<file path="config.mk">
export PLATFORM = sky130hd
export DESIGN_NAME = reg_writeback_unit
export DESIGN_NICKNAME = d
export VERILOG_FILES = /design/src/rtl/riscv_pkg.sv /design/src/rtl/rd_fifo.sv /design/src/rtl/reg_writeback_unit.sv
export SDC_FILE = /design/constraint.sdc
export NUM_CORES = 1
export LEC_CHECK = 0
export ABC_AREA = 0
export ABC_CLOCK_PERIOD_IN_PS = 3800
export CORE_MARGIN = 3
export CORE_UTILIZATION = 40
export CTS_CLUSTER_SIZE = 12
export DETAILED_ROUTE_END_ITERATION = 16
export PLACE_DENSITY_LB_ADDON = 0.25
export SLEW_MARGIN = 15
export SYNTH_ARGS = -nofsm -noshare
export SYNTH_HDL_FRONTEND = slang
export SYNTH_SLANG_ARGS = --single-unit
</file>
<file path="constraint.sdc">
create_clock -name clk -period 3.8 [get_ports clk]
set_input_delay 1.14 -clock clk [delete_from_list [all_inputs] [get_ports clk]]
set_output_delay 1.14 -clock clk [all_outputs]
set_load 0.01 [all_outputs]
</file>
<file path="src/rtl/riscv_pkg.sv">
// riscv_pkg: shared register-file widths and index type
package riscv_pkg;
    localparam int ADDR_WIDTH = 5;
    localparam int DATA_WIDTH = 32;
    typedef logic [ADDR_WIDTH-1:0] reg_idx_t;
endpackage

</file>
<file path="src/rtl/rd_fifo.sv">
// rd_fifo: in-order queue of outstanding load destinations with source-operand match
module rd_fifo #(
    parameter int ADDR_WIDTH = riscv_pkg::ADDR_WIDTH,
    parameter int DEPTH = 4
) (
    input  logic                          clk,
    input  logic                          rst_n,
    input  logic                          push,
    input  logic [ADDR_WIDTH-1:0]         push_rd,
    input  logic                          pop,
    output logic [ADDR_WIDTH-1:0]         head_rd,
    output logic [$clog2(DEPTH+1)-1:0]    count,
    output logic                          empty,
    input  logic [ADDR_WIDTH-1:0]         rs1,
    input  logic [ADDR_WIDTH-1:0]         rs2,
    output logic                          hit
);
    localparam int PW = DEPTH > 1 ? $clog2(DEPTH) : 1;
    localparam int CW = $clog2(DEPTH+1);
    logic [ADDR_WIDTH-1:0] mem [DEPTH];
    logic [DEPTH-1:0] vld;
    logic [PW-1:0] wp, rp;
    logic do_push, do_pop;
    assign empty = count == '0;
    assign do_push = push && count != CW'(DEPTH);
    assign do_pop = pop && !empty;
    assign head_rd = mem[rp];
    always_ff @(posedge clk or negedge rst_n) begin
        if (!rst_n) begin
            wp <= '0;
            rp <= '0;
            count <= '0;
            vld <= '0;
        end else begin
            if (do_push) begin
                vld[wp] <= 1'b1;
                wp <= wp == PW'(DEPTH-1) ? '0 : wp + 1'b1;
            end
            if (do_pop) begin
                vld[rp] <= 1'b0;
                rp <= rp == PW'(DEPTH-1) ? '0 : rp + 1'b1;
            end
            count <= count + CW'(do_push) - CW'(do_pop);
        end
    end
    always_ff @(posedge clk)
        if (do_push) mem[wp] <= push_rd;
    // x0 never creates a hazard
    always_comb begin
        hit = 1'b0;
        for (int i = 0; i < DEPTH; i++)
            if (vld[i] && ((rs1 != '0 && mem[i] == rs1) || (rs2 != '0 && mem[i] == rs2))) hit = 1'b1;
    end
endmodule

</file>
<file path="src/rtl/reg_writeback_unit.sv">
// reg_writeback_unit: arbitrates load returns and ALU results onto one register-file write port
module reg_writeback_unit #(
    parameter int ADDR_WIDTH = riscv_pkg::ADDR_WIDTH,
    parameter int DATA_WIDTH = riscv_pkg::DATA_WIDTH,
    parameter int LQ_DEPTH = 4
) (
    input  logic                  clk,
    input  logic                  rst_n,
    input  logic                  alu_valid,
    output logic                  alu_ready,
    input  logic [ADDR_WIDTH-1:0] alu_rd,
    input  logic [DATA_WIDTH-1:0] alu_data,
    input  logic                  ld_issue,
    input  logic [ADDR_WIDTH-1:0] ld_rd,
    output logic                  ld_full,
    input  logic                  mem_rvalid,
    input  logic [DATA_WIDTH-1:0] mem_rdata,
    input  logic [ADDR_WIDTH-1:0] rs1,
    input  logic [ADDR_WIDTH-1:0] rs2,
    output logic                  stall,
    output logic                  wr_en,
    output logic [ADDR_WIDTH-1:0] wr_rd,
    output logic [DATA_WIDTH-1:0] wr_data,
    output logic                  err
);
    localparam int CW = $clog2(LQ_DEPTH+1);
    logic [CW-1:0] lq_count;
    logic lq_empty, lq_hit, skid_valid, sel_v, alu_acc;
    logic [ADDR_WIDTH-1:0] head_rd, skid_rd, sel_rd;
    logic [DATA_WIDTH-1:0] skid_data, sel_data;
    assign alu_ready = !skid_valid;
    assign alu_acc = alu_valid && alu_ready;
    assign ld_full = lq_count == CW'(LQ_DEPTH);
    rd_fifo #(.ADDR_WIDTH(ADDR_WIDTH), .DEPTH(LQ_DEPTH)) u_rd_fifo (
        .clk(clk), .rst_n(rst_n), .push(ld_issue), .push_rd(ld_rd), .pop(mem_rvalid),
        .head_rd(head_rd), .count(lq_count), .empty(lq_empty), .rs1(rs1), .rs2(rs2), .hit(lq_hit)
    );
    // a load response owns the port even when the queue is empty and nothing is written
    always_comb begin
        sel_v = mem_rvalid ? !lq_empty : skid_valid || alu_acc;
        sel_rd = mem_rvalid ? head_rd : skid_valid ? skid_rd : alu_rd;
        sel_data = mem_rvalid ? mem_rdata : skid_valid ? skid_data : alu_data;
        stall = lq_hit || (skid_valid && ((rs1 != '0 && rs1 == skid_rd) || (rs2 != '0 && rs2 == skid_rd)));
    end
    always_ff @(posedge clk or negedge rst_n) begin
        if (!rst_n) begin
            wr_en <= 1'b0;
            wr_rd <= '0;
            wr_data <= '0;
            err <= 1'b0;
            skid_valid <= 1'b0;
            skid_rd <= '0;
            skid_data <= '0;
        end else begin
            wr_en <= sel_v && sel_rd != '0;
            wr_rd <= sel_rd;
            wr_data <= sel_data;
            if ((ld_issue && ld_full) || (mem_rvalid && lq_empty)) err <= 1'b1;
            if (mem_rvalid && alu_acc) begin
                skid_valid <= 1'b1;
                skid_rd <= alu_rd;
                skid_data <= alu_data;
            end else if (!mem_rvalid) skid_valid <= 1'b0;
        end
    end
endmodule
</file>
==> impl_metrics.yaml <==
critical_path:
  rr_worst_depth: 5
  slowest_delay_ps: 500
  regToRegSetupSlack_ps: 1450
  path_class: "in2out"
  critPathSlowestCell: "or4_4"
  crit_chain: "clkdlybuf4s15_1 > or4_4 > o211ai_1 > o22ai_1 > a22oi_1 > nand4_1 > buf_2"
  worstReg2RegEnd: "wr_en"
  crit_fanout: 3
  cp-start-kind: "input pin"
  crit_path_end_kind: "output port"
  worstPathArrival_ps: 2590
  cp_data_required_time_ps: 2660
  timing.rr.start: "u_rd_fifo.rp[0]"
placement:
  place_area_um2: 6670
  io_buffer_count: 130
  dp_hpwl_um: 9080
  place_congestion: 0.879
sta:
  finalSetupViolCount: 0
  layout_worst_path_cycle_share: 0.982
  fmax_mhz: 268
  finalSetupTns_ps: 0
  slew_headroom: 0.530
  worstMarginPinSlew_ps: 705
  slew_viol_final: 0
  period_minus_slack_ps: 3730
  rsz0062_at_grt: "false"
  hold_viol_final: 0
  fin_skew_ps: 8.84
route:
  via_count: 3605
  viasPerCell: 4.97
  wl_per_cell_um: 16.7
  wirelength_um: 12100
  drcViolationCount: 0
  ant_nets: 0
  firstDrtPassIters: 5
  drt-initial-drc-count: 267
yosys:
  syn-cell-area_um2: 5150
  synth-edff-count: 20
  yosys.area.top_type_share: 0.427
  syn_inst: 423
  syn_avg_cell_area_um2: 12.2
  synth_area_leader_cell: "dfrtp_1"
  ys_warn_count: 0
  synthFlopType: "dfrtp_1"
  synth_fp_nets: 523
  synthArstFlopShare: 0.815
  seq_area_frac_synth: 0.544
  ys_types: 33
  synth_seq_cells: 108
  yosys-top-cells-area: "dfrtp_1 (43%), edfxtp_1 (12%), mux2i_1 (7.2%), xnor2_1 (6.6%), mux2_1 (6.6%)"
global_routing:
  grt_use_met1: 0.237
  grt.overflow.total: 0
  antenna_found_initial: 1
  grt_pass1_wl_um: 19700
  grt_max_degree: 79
  top_usage_layer: "met2"
  grt_use_met2: 0.280
  grt_usage: 0.174
  use_met3: 0.0396
  first_global_vias: 3749
clocking:
  cts_tree: "done"
  cts_buffers: 9
  clk_path_buf_depth: 2
  clock_latency_ps: 330
  cts.clk_slew.worst_paths_ps: 60
  ctsHoldBuffers: 0
  cts-root-buf: "clkbuf_16"
  clkSinkCount: 108
  h-tree-depth: 3
cells_and_area:
  fin_util: 0.563
  n_antenna_cell: 0
  layout_common_cells: "clkdlybuf4s50_1 (119), dfrtp_1 (87), nand2_1 (41)"
  areaGrowthSynthToFinish_pct: 34.6
  layout-drive-gt1-share: 0.108
  final_area_um2: 6940
  layout_commonest_cell: "clkdlybuf4s50_1"
  fin_nets: 653
floorplanning:
  dieArea_um2: 14300
  chipWidth_um: 120
  die_h_um: 120
  boundaryPins: 131
  initial_core_util: 0.419
  core_area_um2: 12300
  fp-row-count: 40
power:
  power.total_w: 0.00343
  irDropWorstVdd_mv: 0.269
  powerDensity_nw_per_um2: 495
  p_leak_nw: 2.81
hold_path:
  hold_depth: 1
  hold_end: "skid_data[26]"
  worstHoldStart: "skid_data[26]"
  min_path_type: "reg2reg"
job:
  cap_viol_max_count: 0
outcome:
  outcome: "finished, final reports clean"
per-layer routing:
| layer | vias up | routed length, um | part of all wire |
|---|---|---|---|
| met5 | - | 14 | 0.0012 |
| met4 | 2 | 167 | 0.014 |
| met3 | 14 | 637 | 0.053 |
| met2 | 95 | 5880 | 0.49 |
| met1 | 1766 | 5410 | 0.45 |
| li1 | 1728 | - | - |
stage by stage:
stage               hold WS [ps]  instances  worst slack (ps)
floorplan                    464        423               187
global placement             452        710              -585
detailed placement           481        710              -615
CTS                          495        725              6.78
global route                 509        725              18.4
finish                       493        725              67.3
registers in the layout (all words and copies together), names as in the netlist:
signal           cells
wr_data             32
wr_rd                5
u_rd_fifo.rp         2
u_rd_fifo.mem       20
u_rd_fifo.vld        4
skid_data           32
skid_valid           1
wr_en                1
err                  1
u_rd_fifo.wp         2
skid_rd              5
u_rd_fifo.count      3
cells in the mapped netlist (5+ instances only):
master,count
buf_2,8
nand3_1,11
clkbuf_1,20
o21ai_0,30
edfxtp_1,20
mux2_2,8
and2_1,5
mux4_2,5
mux2i_1,37
dfrtp_1,88
o21ai_1,13
nor4_1,6
nor2_1,7
ha_1,10
nand2_1,41
xor2_1,13
mux2_1,30
inv_1,8
xnor2_1,39
worst max-delay path, delay by kind of cell:
family                 cells  cell delay [ps]
and+or+nand+nor            2              620
buffers and inverters      2              340
AOI/OAI and AO/OA          3              500
power breakdown:
group | switching, W | leakage, nW | internal [W] | total, W
sequential | 0.000193 | 1.23 | 0.00142 | 0.00161
clock | 0.000378 | 0.136 | 0.000506 | 0.000884
combinational | 0.000408 | 1.45 | 0.000524 | 0.000932
cells by family after synthesis:
| group | synth area share |
|---|---|
| AO/OA/AOI/OAI | 0.0648 |
| multiplexers | 0.177 |
| buffers and inverters | 0.0311 |
| flip-flops | 0.544 |
| AND/OR/NAND/NOR | 0.0670 |
| XOR/XNOR | 0.0884 |
| adder cells (fa/ha/maj) | 0.0282 |
worst max path at each step:
stage	from	end	slack (ps)	depth (start not counted)
floorplan	rs2[0]	stall	190	6
global placement	rs2[0]	stall	-590	7
detailed placement	rs1[0]	stall	-620	7
CTS	rs2[2]	stall	7	7
global route	rs2[2]	stall	20	7
finish	rs2[0]	stall	70	7
timing repair:
action / CTS / global route
setup buffers: 0 / 0
setup endpoints to repair: 1 / 1
pin swaps: 7 / 8
resized for setup: 20 / 9
cell type report:
class	count	area (um2)
Clock buffer	12	236
Clock inverter	3	40.0
Fill cell	1057	5380
Inverter	9	33.8
Multi-Input combinational cell	277	2210
Sequential cell	108	2800
Tap cell	168	210
Timing Repair Buffer	148	1400
(Power assumes the default switching activity.)
==> RTL edit, RTL diff (same settings) <==
Register the output `err` once more, without a reset; this adds one clock of latency there. The other outputs are not delayed to match.
--- a/src/rtl/reg_writeback_unit.sv
+++ b/src/rtl/reg_writeback_unit.sv
@@ -24,6 +24,8 @@
     output logic                  err
 );
     localparam int CW = $clog2(LQ_DEPTH+1);
+
+    logic err_s0;
     logic [CW-1:0] lq_count;
     logic lq_empty, lq_hit, skid_valid, sel_v, alu_acc;
     logic [ADDR_WIDTH-1:0] head_rd, skid_rd, sel_rd;
@@ -47,7 +49,7 @@
             wr_en <= 1'b0;
             wr_rd <= '0;
             wr_data <= '0;
-            err <= 1'b0;
+            err_s0 <= 1'b0;
             skid_valid <= 1'b0;
             skid_rd <= '0;
             skid_data <= '0;
@@ -55,7 +57,7 @@
             wr_en <= sel_v && sel_rd != '0;
             wr_rd <= sel_rd;
             wr_data <= sel_data;
-            if ((ld_issue && ld_full) || (mem_rvalid && lq_empty)) err <= 1'b1;
+            if ((ld_issue && ld_full) || (mem_rvalid && lq_empty)) err_s0 <= 1'b1;
             if (mem_rvalid && alu_acc) begin
                 skid_valid <= 1'b1;
                 skid_rd <= alu_rd;
@@ -63,4 +65,8 @@
             end else if (!mem_rvalid) skid_valid <= 1'b0;
         end
     end
+    always_ff @(posedge clk) begin
+        err <= err_s0;
+    end
+
 endmodule
Formal check against the unedited RTL: not equivalent (a bounded check fails within 4 cycles, from zero or initial values and one cycle with rst_n low).
==> RTL edit against the original RTL <==
Clock skew decreased by 0.0048 ns. Sequential cell count grew 1. Die area rose by 0.37%. Power grew 1.5%. Design area is 0.36% higher. Maximum frequency grew 0.17%. Clock power increased by 3.6%. Routed wire length rose by 2.1%. Area after synthesis increased by 0.39%. Worst setup slack better by 0.0065 ns. Critical path depth did not move. Largest cell class unchanged. Largest power group unchanged.
==> RTL edit: results (changes against the original RTL) <==
{| class="wikitable"
! Metric !! Value
|-
| Run status || complete, no violations
|-
| Area after detailed placement || 6680 um2 (about the same)
|-
| Clock tree cell share of total cell area || 4.21% (+0.22 points)
|-
| Per-instance average area after synthesis || 12.2 um2 (+0.15%)
|-
| Min-Delay Endpoint || err$_DFF_P_
|-
| Hold Worst Slack || 0.392 ns (-0.101 ns)
|-
| Drt first-iter violations || 264 (-1.1%)
|-
| Worst IR drop on VDD || 0.286 mV (+6.2%)
|-
| Worst Clk Skew || 0.00406 ns (-0.00478 ns)
|-
| Netlist cell types || 34 (+3.0%)
|-
| Synth top area cells || sky130_fd_sc_hd__dfrtp_1, sky130_fd_sc_hd__edfxtp_1, sky130_fd_sc_hd__mux2i_1
|-
| DRT Wirelength || 12.4 mm (+2.1%)
|-
| Fillers || 1,065 (+0.76%)
|-
| Met3 Routed Length || 641 um (+0.63%)
|-
| Reg area || 2820 um2 (+0.71%)
|-
| Weighted congestion at the end of routability-driven global placement || 0.911 (+3.7%)
|-
| Number of global-route vias before repair || 3,734 (-0.40%)
|-
| Share of cell area taken by multi-input logic gates || 31.9% (-0.061 points)
|-
| P per Cell Area || 500 nW/um2 (+1.1%)
|-
| Final-stage net count || 652 (-0.15%)
|-
| Met1 Wirelength || 5.41 mm (+0.11%)
|-
| Wire length on met2 || 6.17 mm (+4.8%)
|-
| Mux contribution to synthesized area || 17.6% (-0.068 points)
|-
| Switching power || 1.01 mW (+3.1%)
|-
| Met2 global-route usage || 29.4% (+1.4 points)
|}
==> RTL edit: cell types whose count changed after synthesis <==
cell                      delta
sky130_fd_sc_hd__dfxtp_1     +1
==> RTL edit: power by group through the flow <==
stage          Combinational [mW]  Clock (mW)  Sequential (mW)
2_1_floorplan               0.570           0             1.60
3_3_place_gp                0.921           0             1.64
3_5_place_dp                0.951           0             1.65
4_1_cts                     0.954       0.943             1.63
5_1_grt                      1.04       0.992             1.66
6_report                    0.941       0.916             1.62
==> RTL edit: worst max path at each step <==
stage	slack, ns	start	end	cells past startpoint
floorplan	0.19	rs2[0]	stall	6
global placement	-0.60	rs2[0]	stall	7
detailed placement	-0.63	rs2[0]	stall	7
CTS	0.003	rs2[4]	stall	7
global route	-0.004	rs2[1]	stall	8
finish	0.07	rs2[3]	stall	7
==> RTL edit: worst max-delay path: cells and delay by family <==
family | cells | cell delay, ns
simple gates | 2 | 0.67
compound gates | 3 | 0.52
buf+inv | 2 | 0.25
